--- src/rtl/frame_reader_if.sv ---
// frame_reader_if: bundles the frame reader's control, RAM read port and
// pixel stream signals.
//   start/busy/done        frame scan control
//   READ_EN/rd_addr/rd_data RAM read port (1-cycle read latency)
//   out_* / out_ready      pixel stream with sof/eol flags
// Modports: master = frame reader side, slave = environment side.
interface frame_reader_if #(
  parameter int ADDRESS_WIDTH = 20,
  parameter int DATA_WIDTH    = 15
);
  logic                     start;
  logic                     busy;
  logic                     done;
  logic                     READ_EN;
  logic [ADDRESS_WIDTH-1:0] rd_addr;
  logic [DATA_WIDTH-1:0]    rd_data;
  logic [DATA_WIDTH-1:0]    out_data;
  logic                     out_valid;
  logic                     out_ready;
  logic                     out_sof;
  logic                     out_eol;

  modport master (
    input  start, rd_data, out_ready,
    output busy, done, READ_EN, rd_addr, out_data, out_valid, out_sof, out_eol
  );

  modport slave (
    output start, rd_data, out_ready,
    input  busy, done, READ_EN, rd_addr, out_data, out_valid, out_sof, out_eol
  );
endinterface

--- src/rtl/frame_reader.sv ---
// frame_reader: scans one frame of the pixel buffer RAM in raster order and
// streams it out as valid/ready pixels with start-of-frame / end-of-line
// flags.
// Ports:
//   clk  - clock
//   rst  - synchronous active-high reset
//   bus  - frame_reader_if.master (start/busy/done, RAM read port, pixel
//          stream)
// The 2-entry output buffer counts the read in flight as an entry: the RAM
// word arriving this cycle is presented straight out when nothing older is
// stored, and is written into storage only if it is not consumed at once.
module frame_reader #(
  parameter int ADDRESS_WIDTH = 20,
  parameter int DATA_WIDTH    = 15,
  parameter int H_RES         = 640,
  parameter int V_RES         = 480
) (
  input logic           clk,
  input logic           rst,
  frame_reader_if.master bus
);

  localparam int unsigned TOTAL = H_RES * V_RES;
  localparam int XW = (H_RES > 1) ? $clog2(H_RES) : 1;
  localparam int YW = (V_RES > 1) ? $clog2(V_RES) : 1;

  typedef struct packed {
    logic [DATA_WIDTH-1:0] data;
    logic                  sof;
    logic                  eol;
  } pix_t;

  typedef enum logic [1:0] {S_IDLE, S_RUN, S_DRAIN, S_DONE} state_t;

  state_t                   r_state, w_state_nxt;
  logic [ADDRESS_WIDTH-1:0] r_addr;
  logic [XW-1:0]            r_x;
  logic [YW-1:0]            r_y;
  logic                     r_inflight;
  logic                     r_if_sof, r_if_eol;   // flags of the read in flight
  pix_t                     r_fifo [2];
  logic                     r_wp, r_rp;
  logic [1:0]               r_cnt;                // stored entries only

  pix_t       w_head;
  logic       w_valid, w_pop, w_pop_st, w_store, w_issue, w_last;
  logic [1:0] w_occ_after;

  // Head: oldest stored entry, else the word returning from the RAM.
  always_comb begin
    w_head = '0;
    if (r_cnt != 2'd0)
      w_head = r_fifo[r_rp];
    else if (r_inflight)
      w_head = '{data: bus.rd_data, sof: r_if_sof, eol: r_if_eol};
  end

  assign w_valid     = (r_cnt != 2'd0) || r_inflight;
  assign w_pop       = w_valid && bus.out_ready;
  assign w_pop_st    = w_pop && (r_cnt != 2'd0);
  // Returning word is stored unless it is consumed in the cycle it arrives.
  assign w_store     = r_inflight && !(w_pop && (r_cnt == 2'd0));
  // Credit seen by the issue logic: stored + in flight, less this cycle's pop.
  assign w_occ_after = r_cnt + {1'b0, r_inflight} - {1'b0, w_pop};
  assign w_issue     = (r_state == S_RUN) && (w_occ_after < 2'd2);
  assign w_last      = (r_addr == ADDRESS_WIDTH'(TOTAL - 1));

  always_comb begin
    w_state_nxt = r_state;
    case (r_state)
      S_IDLE:  if (bus.start) w_state_nxt = S_RUN;
      S_RUN:   if (w_issue && w_last) w_state_nxt = S_DRAIN;
      S_DRAIN: if (w_occ_after == 2'd0) w_state_nxt = S_DONE;
      S_DONE:  w_state_nxt = S_IDLE;
      default: w_state_nxt = S_IDLE;
    endcase
  end

  always_ff @(posedge clk) begin
    if (rst) begin
      r_state    <= S_IDLE;
      r_addr     <= '0;
      r_x        <= '0;
      r_y        <= '0;
      r_inflight <= 1'b0;
      r_if_sof   <= 1'b0;
      r_if_eol   <= 1'b0;
      r_fifo[0]  <= '0;
      r_fifo[1]  <= '0;
      r_wp       <= 1'b0;
      r_rp       <= 1'b0;
      r_cnt      <= 2'd0;
    end else begin
      r_state    <= w_state_nxt;
      r_inflight <= w_issue;

      if (r_state == S_IDLE && bus.start) begin
        r_addr <= '0;
        r_x    <= '0;
        r_y    <= '0;
      end else if (w_issue) begin
        r_addr   <= r_addr + 1'b1;
        r_if_sof <= (r_x == '0) && (r_y == '0);
        r_if_eol <= (r_x == XW'(H_RES - 1));
        if (r_x == XW'(H_RES - 1)) begin
          r_x <= '0;
          r_y <= r_y + 1'b1;
        end else begin
          r_x <= r_x + 1'b1;
        end
      end

      if (w_store) begin
        r_fifo[r_wp] <= '{data: bus.rd_data, sof: r_if_sof, eol: r_if_eol};
        r_wp         <= ~r_wp;
      end
      if (w_pop_st) r_rp <= ~r_rp;
      r_cnt <= r_cnt + {1'b0, w_store} - {1'b0, w_pop_st};
    end
  end

  assign bus.busy      = (r_state != S_IDLE);
  assign bus.done      = (r_state == S_DONE);
  assign bus.READ_EN   = w_issue;
  assign bus.rd_addr   = r_addr;
  assign bus.out_valid = w_valid;
  assign bus.out_data  = w_head.data;
  assign bus.out_sof   = w_head.sof;
  assign bus.out_eol   = w_head.eol;

endmodule

--- src/flat_wrapper.sv ---
// flat-port wrapper written by rule: the top's interface ports become plain ports
module frame_reader_flat 
#(
  parameter int ADDRESS_WIDTH = 20,
  parameter int DATA_WIDTH    = 15,
  parameter int H_RES         = 640,
  parameter int V_RES         = 480
)
  (clk, rst, bus_start, bus_rd_data, bus_out_ready, bus_busy, bus_done, bus_READ_EN, bus_rd_addr, bus_out_data, bus_out_valid, bus_out_sof, bus_out_eol);
  frame_reader_if #(.ADDRESS_WIDTH(ADDRESS_WIDTH), .DATA_WIDTH(DATA_WIDTH)) bus_i ();
  input logic clk;
  input logic rst;
  input wire logic [$bits(bus_i.start)-1:0] bus_start;
  input wire logic [$bits(bus_i.rd_data)-1:0] bus_rd_data;
  input wire logic [$bits(bus_i.out_ready)-1:0] bus_out_ready;
  output wire logic [$bits(bus_i.busy)-1:0] bus_busy;
  output wire logic [$bits(bus_i.done)-1:0] bus_done;
  output wire logic [$bits(bus_i.READ_EN)-1:0] bus_READ_EN;
  output wire logic [$bits(bus_i.rd_addr)-1:0] bus_rd_addr;
  output wire logic [$bits(bus_i.out_data)-1:0] bus_out_data;
  output wire logic [$bits(bus_i.out_valid)-1:0] bus_out_valid;
  output wire logic [$bits(bus_i.out_sof)-1:0] bus_out_sof;
  output wire logic [$bits(bus_i.out_eol)-1:0] bus_out_eol;
  assign bus_i.start = bus_start;
  assign bus_i.rd_data = bus_rd_data;
  assign bus_i.out_ready = bus_out_ready;
  assign bus_busy = bus_i.busy;
  assign bus_done = bus_i.done;
  assign bus_READ_EN = bus_i.READ_EN;
  assign bus_rd_addr = bus_i.rd_addr;
  assign bus_out_data = bus_i.out_data;
  assign bus_out_valid = bus_i.out_valid;
  assign bus_out_sof = bus_i.out_sof;
  assign bus_out_eol = bus_i.out_eol;
  frame_reader #(.ADDRESS_WIDTH(ADDRESS_WIDTH), .DATA_WIDTH(DATA_WIDTH), .H_RES(H_RES), .V_RES(V_RES)) u_core (.clk(clk), .rst(rst), .bus(bus_i));
endmodule
--- config.mk ---
export PLATFORM = sky130hd
export DESIGN_NAME = frame_reader_flat
export DESIGN_NICKNAME = d
export VERILOG_FILES = /design/src/rtl/frame_reader_if.sv /design/src/rtl/frame_reader.sv /design/src/flat_wrapper.sv
export SDC_FILE = /design/constraint.sdc
export NUM_CORES = 1
export LEC_CHECK = 0
export BUFFER_PORTS_ARGS = -buffer_cell sky130_fd_sc_hd__buf_2
export CORE_AREA = 2 2 90 92
export DETAILED_ROUTE_END_ITERATION = 8
export DIE_AREA = 0 0 92 94
export PLACE_DENSITY = 0.78
export SYNTH_ARGS = -nofsm -noshare
export SYNTH_HDL_FRONTEND = slang
export SYNTH_SLANG_ARGS = --single-unit
export TNS_END_PERCENT = 5
--- constraint.sdc ---
create_clock -name clk -period 3.55 [get_ports clk]
set_clock_uncertainty 0.05 [all_clocks]
set_input_delay 0.1775 -clock clk [delete_from_list [all_inputs] [get_ports clk]]
set_output_delay 0.1775 -clock clk [all_outputs]
set_load 0.02 [all_outputs]
==> flow_metrics.tcl, run 1 <==
set metrics [dict create \
    hpwlAfterDp_mm 6.13 \
    edff_count_synth 34 \
    postSynthCellCount 440 \
    cp-endpoint "bus_READ_EN" \
    final_min_period_over_clock_period_pct 86.4 \
    synth_seq_area_share_pct 46.8 \
    dieHeight_um 94 \
    path_cells "buf_4, inv_1, nand2_1, and2_1, ha_1, inv_1, ha_1, xnor3_2, nand2_1, inv_2, buf_2" \
    wirelength_mm 8.93 \
    final.fill_count 634 \
    pin_count_of_the_biggest_net_entering_global_routing 37 \
    syn-mean-instance-area_sq_um 9.72 \
    ctsHoldBuffers 0 \
    cts.repair_timing.setup_buffer_count 0 \
    clock_latency_ps 350 \
    wire_per_inst_um 14.9 \
    placeableCoreArea_sq_um 7610 \
    ys_async_sr_fraction_pct 0 \
    antenna_cells_inserted 0 \
    status "finished clean" \
    total_power_mw 2.85 \
    design.die.area_sq_um 8650 \
    cts_root_buffer "sky130_fd_sc_hd__clkbuf_8" \
    layout.cells.most_common "sky130_fd_sc_hd__buf_2" \
    synthesis.area_sq_um 4280 \
    detail_route.vias_per_cell 5.73 \
    pre_antenna_drt_iters 4 \
    p_per_area_nw_per_um2 589 \
    ys_dominant_reg_cell "sky130_fd_sc_hd__dfxtp_1" \
    fp.dieW_um 92 \
    worst_path_required_ps 3320 \
    cts_inserted_buffers 9 \
    power_leakage_nw 1.92 \
    numClockSinks 83 \
    finished_core_util_pct 63.5 \
    worst-setup-path-type "reg -> out" \
    drtAntennaViolNets 0 \
    grt_pass1_wl_mm 15.1 \
    maxSlewViolCount 0 \
    drt_iter0_markers 135 \
    slew_headroom_pct 32.9 \
    route.detailed.drc 0 \
    fin_crit_ps 3070 \
    routabilityCongestion 0.806 \
    cts_htree_levels 3 \
    worst_r2r_startpoint "u_core.r_inflight$_SDFF_PP0_" \
    cts_repair_resize_count 0 \
    antenna_violations_before_repair 0 \
    final_layout_size_suffix_gt1_share_pct 18.5 \
    grt_overflow_total 0 \
    initial_utilization_pct 56.2 \
    reg2reg_setup_slack_ps 800 \
    worst_setup_path_end_kind "output pin" \
    synthesis.yosys.warnings 0 \
    number_of_storage_elements_in_the_synthesis_netlist 83 \
    worst-path-max-fanout 18 \
    min-delay-path-class "in -> reg" \
    critical_path.reg2reg.endpoint "u_core.bus.rd_addr[14]$_SDFFE_PP0P_" \
    fin_tns_setup_ps 0 \
    crit_start "u_core.r_inflight$_SDFF_PP0_" \
    io_pins 60 \
    peakVddDrop_mv 0.285 \
    worstSetupStartpointType "flip-flop" \
    crit_path_top_delay_cell "sky130_fd_sc_hd__inv_2" \
    grt_usage_pct 22.0 \
    worstMarginPinSlew_ps 1010 \
    tritoncts "done" \
    hold_ws_ps 69.0 \
    final_hold_viol_count 0 \
    areaGrowthSynthToFinish_pct 12.9 \
    setup_viol 0 \
    reg2regPathDepth 12 \
    vias 3427 \
    grt_setup_unrepaired "no" \
    rows 32 \
    max_cap_violations 0 \
    synth_cell_type_count 44 \
    max_freq_ghz 0.326 \
    grt_pass1_vias 3377 \
    syn_nets 473 \
    arrival_ps 2840 \
    placement.io_buffers 59 \
    ctsLongestPathBuffers 2 \
    final_stage_net_count 524 \
    final_cell_mix "59 x sky130_fd_sc_hd__buf_2, 49 x sky130_fd_sc_hd__dfxtp_1, 42 x sky130_fd_sc_hd__and2_1" \
    critical_path.max_stage_delay_ps 410 \
    clk_pin_slew_ps 90 \
]
-- layer usage --
layer	up-vias	part of all wire (%)	global-route usage [%]	wire [um]
li1	1700	-	-	-
met1	1620	45	26.2	3980
met2	97	50	39.8	4440
met3	10	4.4	3.21	389
met4	0	1.4	8.83	122
met5	-	0	0	0
-- synth_stat cells (all sizes together) (4+ instances only) --
library cell   n  area [sq um]
clkbuf        17          63.8
mux2i         23           230
inv           16          60.1
nand3         37           208
a31oi          4          25.0
a21oi         20           100
buf           10          68.8
ha            14           175
and4           7          61.3
nor2          25          93.8
o31ai          9          67.6
nand2         27           101
o21ai         24           120
and2          42           263
edfxtp        34          1020
xnor2          5          43.8
dfxtp         49           981
nand2b         7          43.8
xor2          11          96.3
a41o           4          40.0
and3           6          37.5
or4           12          90.1
nand4         10          62.6
-- cell families (layout without fill, tap and decap cells) --
group,count (synthesis),in the layout,synth area share [%]
simple gates,190,190,25.3
fa+ha+maj,14,14,4.09
mux,23,23,5.38
xor+xnor,17,17,3.83
flops,83,83,46.8
compound gates,70,70,10.1
buf+inv,43,99,4.50
-- sequential cells by signal, indices dropped and copies added, names as in the netlist, 2 cells and up, named ones only --
signal and flops:
u_core.bus.rd_addr 20, u_core.r_cnt 2, u_core.r_fifo 34, u_core.r_state 2
u_core.r_x 10, u_core.r_y 9
-- worst min-delay path by stage --
stage,from,end,slack (ps),depth (start not counted)
final,bus_rd_data[5],u_core.r_fifo[1][7]$_SDFFCE_PN0P_,70,2
after global routing,bus_rd_data[1],u_core.r_fifo[1][3]$_SDFFCE_PN0P_,70,2
after CTS,bus_rd_data[5],u_core.r_fifo[1][7]$_SDFFCE_PN0P_,50,2
after detailed placement,u_core.r_y[8]$_SDFFE_PP0P_,u_core.r_y[8]$_SDFFE_PP0P_,410,2
after global placement,u_core.r_y[8]$_SDFFE_PP0P_,u_core.r_y[8]$_SDFFE_PP0P_,400,2
after floorplan,bus_rd_data[8],u_core.r_fifo[0][10]$_SDFFCE_PN0P_,330,1
-- worst max-delay path, delay by kind of cell (launching register included) --
family | cells | cell delay (ps)
XOR/XNOR | 1 | 220
buffers and inverters | 5 | 980
flip-flops | 1 | 300
adder cells (fa/ha/maj) | 2 | 460
AND/OR/NAND/NOR | 3 | 510
-- final cells by class --
| type | count | area (sq um) | share of cell area [%] |
|---|---|---|---|
| multi-input combinational | 314 | 2090 | 43.2 |
| sequential | 83 | 2000 | 41.4 |
| timing repair buffer | 67 | 355 | 7.36 |
| tap | 102 | 128 | 2.64 |
| clock buffer | 9 | 124 | 2.56 |
| clock inverter | 7 | 76.3 | 1.58 |
| inverter | 16 | 60.1 | 1.24 |
-- power by group --
group | leakage [nW] | switching, mW | internal [mW] | total (mW)
Sequential | 0.748 | 0.0794 | 1.07 | 1.15
Combinational | 1.08 | 0.658 | 0.352 | 1.01
Clock | 0.0920 | 0.355 | 0.328 | 0.683
-- through the flow --
step | area [sq um] | setup slack, ps | std cells
after global placement | 4630 | 911 | 582
after global routing | 4830 | 242 | 598
after floorplan | 4280 | 750 | 440
final | 4830 | 483 | 598
after CTS | 4830 | 470 | 598
after detailed placement | 4630 | 809 | 582
Power figures use the tool's default switching activity.
==> run 2: changes to the inputs <==
CORE_AREA = 2 2 123 125   (was 2 2 90 92)
DIE_AREA = 0 0 125 127   (was 0 0 92 94)
PLACE_DENSITY = unset   (was 0.78)
==> run 2 against run 1 <==
Net effect: total power rose by 7.3%; die area rose by 84%; first-iteration DRC count rose by 21%; worst setup slack got worse by 100 ps; wire length rose by 6.9%; worst hold slack improved by 40 ps; maximum frequency fell by 3.2%; core utilization fell by 29 points; design area rose by 3.7%; non-clock buffer count fell by 1; critical path depth fell by 1; combinational power barely moved; largest cell class unchanged; largest power group unchanged.
==> flow_metrics.tcl, run 2 (synthesized netlist as in run 1, its figures left out) <==
set metrics [dict create \
    worst-path-max-fanout 17 \
    clock_latency_ps 330 \
    final_cell_mix "59 x sky130_fd_sc_hd__buf_2, 49 x sky130_fd_sc_hd__dfxtp_1, 42 x sky130_fd_sc_hd__and2_1" \
    route.detailed.drc 0 \
    max_cap_violations 0 \
    hold_ws_ps 109 \
    wirelength_mm 9.55 \
    cts_root_buffer "sky130_fd_sc_hd__clkbuf_16" \
    fin_crit_ps 3170 \
    wire_per_inst_um 14.1 \
    drt_iter0_markers 163 \
    final_min_period_over_clock_period_pct 89.3 \
    regMostFlops "u_core.r_fifo" \
    worstSetupStartpointType "flip-flop" \
    maxSlewViolCount 0 \
    fp.dieW_um 125 \
    dieHeight_um 127 \
    final_stage_net_count 523 \
    worst_setup_path_end_kind "output pin" \
    pre_antenna_drt_iters 4 \
    initial_utilization_pct 29.7 \
    vias 3402 \
    largest_register_ffs 34 \
    path_cells "nor2_2, nand2_1, and2_1, ha_1, inv_1, ha_1, xnor3_2, nand2_1, inv_2, buf_2" \
    cp.buffers_inverters 3 \
    largest_delay_share_family_worst_path "simple AND/OR/NAND/NOR gates" \
    placeableCoreArea_sq_um 14400 \
    cts.repair_timing.setup_buffer_count 0 \
    layout_setup_ws_ps 381 \
    numClockSinks 83 \
    fin_tns_setup_ps 0 \
    grt_overflow_total 0 \
    pin_count_of_the_biggest_net_entering_global_routing 37 \
    post_dp_cell_area_sq_um 4730 \
    grt_usage_pct 12.1 \
    status "finished clean" \
    worst_path_required_ps 3320 \
    power_leakage_nw 1.96 \
    worst-setup-path-type "reg -> out" \
    final_layout_size_suffix_gt1_share_pct 17.8 \
    placement.setup.worst_slack_ps 650 \
    rows 44 \
    grt_setup_unrepaired "no" \
    io_pins 60 \
    cts_htree_levels 3 \
    highest_layer "met4" \
    routed-wl-met2_mm 4.37 \
    total_power_mw 3.05 \
    routabilityCongestion 0.791 \
    crit_path_top_delay_cell "sky130_fd_sc_hd__xnor3_2" \
    grt_pass1_wl_mm 15.9 \
    critical_path.max_stage_delay_ps 450 \
    min-delay-path-class "in -> reg" \
    ctsHoldBuffers 0 \
    hpwlAfterDp_mm 6.46 \
    worstMarginPinSlew_ps 1060 \
    final_hold_viol_count 0 \
    layout.cells.most_common "sky130_fd_sc_hd__buf_2" \
    cts_repair_resize_count 0 \
    areaGrowthSynthToFinish_pct 17.1 \
    arrival_ps 2940 \
    detailroute.wirelength.met3_um 511 \
    drtAntennaViolNets 0 \
    cts_inserted_buffers 9 \
    antenna_violations_before_repair 0 \
    design.die.area_sq_um 15900 \
    stdcell_area_sq_um 5010 \
    peakVddDrop_mv 0.293 \
    tritoncts "done" \
    detail_route.vias_per_cell 5.01 \
    setup_viol 0 \
    slew_headroom_pct 28.9 \
    ctsLongestPathBuffers 2 \
    antenna_cells_inserted 0 \
    placement.io_buffers 59 \
    drt-met1-wl_mm 4.60 \
    p_per_area_nw_per_um2 610 \
    clk_pin_slew_ps 60 \
    grt_pass1_vias 3214 \
    max_freq_ghz 0.316 \
]
## run 2: final cells by class
class | count | area [sq um]
flip-flops and latches | 83 | 2000
clock buffers | 9 | 225
clock inverters | 7 | 58.8
repair buffers | 66 | 348
inverters | 16 | 60.1
well taps | 184 | 230
fillers | 1486 | 9410
multi-input cells | 314 | 2090
## run 2: path summary, 6_finish.rpt
kind | start | to | slack [ps] | cells after the start
hold / removal | bus_rd_data[4] | u_core.r_fifo[1][6]$_SDFFCE_PN0P_ | 110 | 2
setup / recovery | u_core.r_cnt[0]$_SDFF_PP0_ | bus_READ_EN | 380 | 10
setup reg to reg | u_core.r_cnt[0]$_SDFF_PP0_ | u_core.r_y[5]$_SDFFE_PP0P_ | 670 | 11
hold reg to reg | u_core.r_y[8]$_SDFFE_PP0P_ | u_core.r_y[8]$_SDFFE_PP0P_ | 420 | 2
## run 2: per-stage QoR
step           utilization [%]  instances
6_report                  34.7        679
5_1_grt                   34.7        679
4_1_cts                   34.7        679
3_5_place_dp              32.8        663
3_3_place_gp              32.8        663
2_1_floorplan                -        440
## run 2: power by group
group	total, mW	internal, mW	switching (mW)
Clock	0.892	0.534	0.358
Combinational	1.01	0.340	0.666
Sequential	1.16	1.07	0.0822
## run 2: metal layers
| metal | track usage [%] | vias to the layer above |
|---|---|---|
| li1 | - | 1692 |
| met1 | 16.1 | 1612 |
| met2 | 19.7 | 89 |
| met3 | 3.22 | 9 |
| met4 | 2.75 | 0 |
| met5 | 0 | - |
## run 2: worst reg2reg max path, stage by stage (launching register included)
cell and delay [ps]:
sky130_fd_sc_hd__dfxtp_1 330, sky130_fd_sc_hd__nor2_2 130, sky130_fd_sc_hd__nand2_1 70, sky130_fd_sc_hd__and2_1 160, sky130_fd_sc_hd__ha_1 260, sky130_fd_sc_hd__inv_1 40
sky130_fd_sc_hd__ha_1 190, sky130_fd_sc_hd__xnor3_2 450, sky130_fd_sc_hd__nand2_1 350, sky130_fd_sc_hd__inv_2 390, sky130_fd_sc_hd__a31oi_1 130, sky130_fd_sc_hd__a41o_1 210
==> run 3: changes to the inputs <==
RECOVER_POWER = 50   (was unset)
==> run 3 against run 2 <==
Net effect: combinational power barely moved; register-to-register slack got worse by 30 ps; total power fell by 0.52%; sequential share of layout area rose by 0.37 points; maximum frequency fell by 0.67%; final cell count did not move; core utilization fell by 0.32 points; non-clock buffer count did not move; first-iteration DRC count fell by 9.8%; sequential power barely moved; critical endpoint unchanged; largest power group unchanged.
==> flow_metrics.tcl, run 3 (synthesized netlist as in run 1, its figures left out) <==
set metrics [dict create \
    design.die.area_sq_um 15900 \
    max_freq_ghz 0.313 \
    layout_setup_ws_ps 360 \
    hold_ws_ps 109 \
    cts_repair_resize_count 0 \
    final_min_period_over_clock_period_pct 89.9 \
    initial_utilization_pct 29.7 \
    wirelength_mm 9.53 \
    crit_path_top_delay_cell "sky130_fd_sc_hd__xnor3_2" \
    drt_iter0_markers 147 \
    final_layout_size_suffix_gt1_share_pct 12.3 \
    total_power_mw 3.04 \
    drtAntennaViolNets 0 \
    worstSetupStartpointType "flip-flop" \
    finished_core_util_pct 34.4 \
    slew_headroom_pct 12.4 \
    fin_tns_setup_ps 0 \
    grt_pass1_wl_mm 15.9 \
    pin_count_of_the_biggest_net_entering_global_routing 37 \
    setup_viol 0 \
    clock_latency_ps 330 \
    final.fill_count 1498 \
    p_per_area_nw_per_um2 612 \
    ctsLongestPathBuffers 2 \
    placeableCoreArea_sq_um 14400 \
    hpwlAfterDp_mm 6.46 \
    clk_pin_slew_ps 60 \
    areaGrowthSynthToFinish_pct 16.0 \
    dp.cells 663 \
    final_hold_viol_count 0 \
    dieHeight_um 127 \
    post_dp_cell_area_sq_um 4730 \
    tritoncts "done" \
    cts_htree_levels 3 \
    critical_path.max_stage_delay_ps 450 \
    final_cells 679 \
    maxSlewViolCount 0 \
    worst-setup-path-type "reg -> out" \
    largest_delay_share_family_worst_path "simple AND/OR/NAND/NOR gates" \
    wire_per_inst_um 14.0 \
    path_cells "nor2_1, nand2_1, and2_1, ha_1, inv_1, ha_1, xnor3_2, nand2_1, inv_2, buf_2" \
    placement.setup.worst_slack_ps 650 \
    worstMarginPinSlew_ps 1310 \
    placement.io_buffers 59 \
    final_stage_net_count 523 \
    antenna_violations_before_repair 0 \
    io_pins 60 \
    grt_usage_pct 12.1 \
    grt_setup_unrepaired "no" \
    min-delay-path-class "in -> reg" \
    status "finished clean" \
    routabilityCongestion 0.791 \
    antenna_cells_inserted 0 \
    grt_pass1_vias 3214 \
    max_cap_violations 0 \
    worst_setup_path_end_kind "output pin" \
    ctsHoldBuffers 0 \
    pre_antenna_drt_iters 4 \
    cts_inserted_buffers 9 \
    layout.cells.most_common "sky130_fd_sc_hd__dfxtp_1" \
    cp.buffers_inverters 3 \
    grt_overflow_total 0 \
    fin_crit_ps 3190 \
    regMostFlops "u_core.r_fifo" \
    route.detailed.drc 0 \
    arrival_ps 2960 \
    numClockSinks 83 \
    cts_root_buffer "sky130_fd_sc_hd__clkbuf_16" \
    reg2reg_setup_slack_ps 640 \
    rows 44 \
    power_leakage_nw 1.84 \
    detail_route.vias_per_cell 5.00 \
    peakVddDrop_mv 0.294 \
    worst-path-max-fanout 17 \
    cts.repair_timing.setup_buffer_count 0 \
    largest_register_ffs 34 \
    fp.dieW_um 125 \
    stdcell_area_sq_um 4960 \
    final_cell_mix "49 x sky130_fd_sc_hd__dfxtp_1, 37 x sky130_fd_sc_hd__buf_2, 34 x sky130_fd_sc_hd__nand3_1, 34 x sky130_fd_sc_hd__edfxtp_1, 30 x sky130_fd_sc_hd__and2_1" \
    vias 3396 \
    worst_path_required_ps 3320 \
]
run 3: worst reg2reg max path: stages, from the launching register on:
cell and delay (ps):
sky130_fd_sc_hd__dfxtp_1 330, sky130_fd_sc_hd__nor2_1 150, sky130_fd_sc_hd__clkbuf_1 980, sky130_fd_sc_hd__a21o_1 340, sky130_fd_sc_hd__nor3b_1 70, sky130_fd_sc_hd__buf_4 200
sky130_fd_sc_hd__or2_2 490
run 3: final timing paths:
check                                                start                            endpoint  cells after the start
worst max-delay path            u_core.r_cnt[0]$_SDFF_PP0_                         bus_READ_EN                     10
worst min-delay path                        bus_rd_data[4]   u_core.r_fifo[1][6]$_SDFFCE_PN0P_                      2
worst max register to register  u_core.r_cnt[0]$_SDFF_PP0_  u_core.r_fifo[1][15]$_SDFFCE_PN0P_                      6
worst min register to register  u_core.r_y[8]$_SDFFE_PP0P_          u_core.r_y[8]$_SDFFE_PP0P_                      2
run 3: layout make-up:
| type | instances | area [sq um] | area share [%] |
|---|---|---|---|
| tap | 184 | 230 | 4.64 |
| inverter | 16 | 60.1 | 1.21 |
| clock buffer | 9 | 225 | 4.54 |
| sequential | 83 | 2000 | 40.3 |
| clock inverter | 7 | 58.8 | 1.18 |
| timing repair buffer | 66 | 309 | 6.23 |
| multi-input combinational | 314 | 2080 | 41.9 |
run 3: power by group:
| group | switching, mW | leakage, nW | internal, mW | total [mW] |
|---|---|---|---|---|
| logic | 0.667 | 0.960 | 0.323 | 0.990 |
| registers | 0.0811 | 0.748 | 1.08 | 1.16 |
| clock network | 0.358 | 0.134 | 0.534 | 0.892 |
| total | 1.11 | 1.84 | 1.93 | 3.04 |
run 3: per-layer routing:
layer / track usage [%] / share of wire (%) / vias up
met3: 3.22 / 5.0 / 9
met2: 19.7 / 46 / 83
met4: 2.75 / 0.71 / 0
li1: - / - / 1689
met5: 0 / 0 / -
met1: 16.1 / 48 / 1615
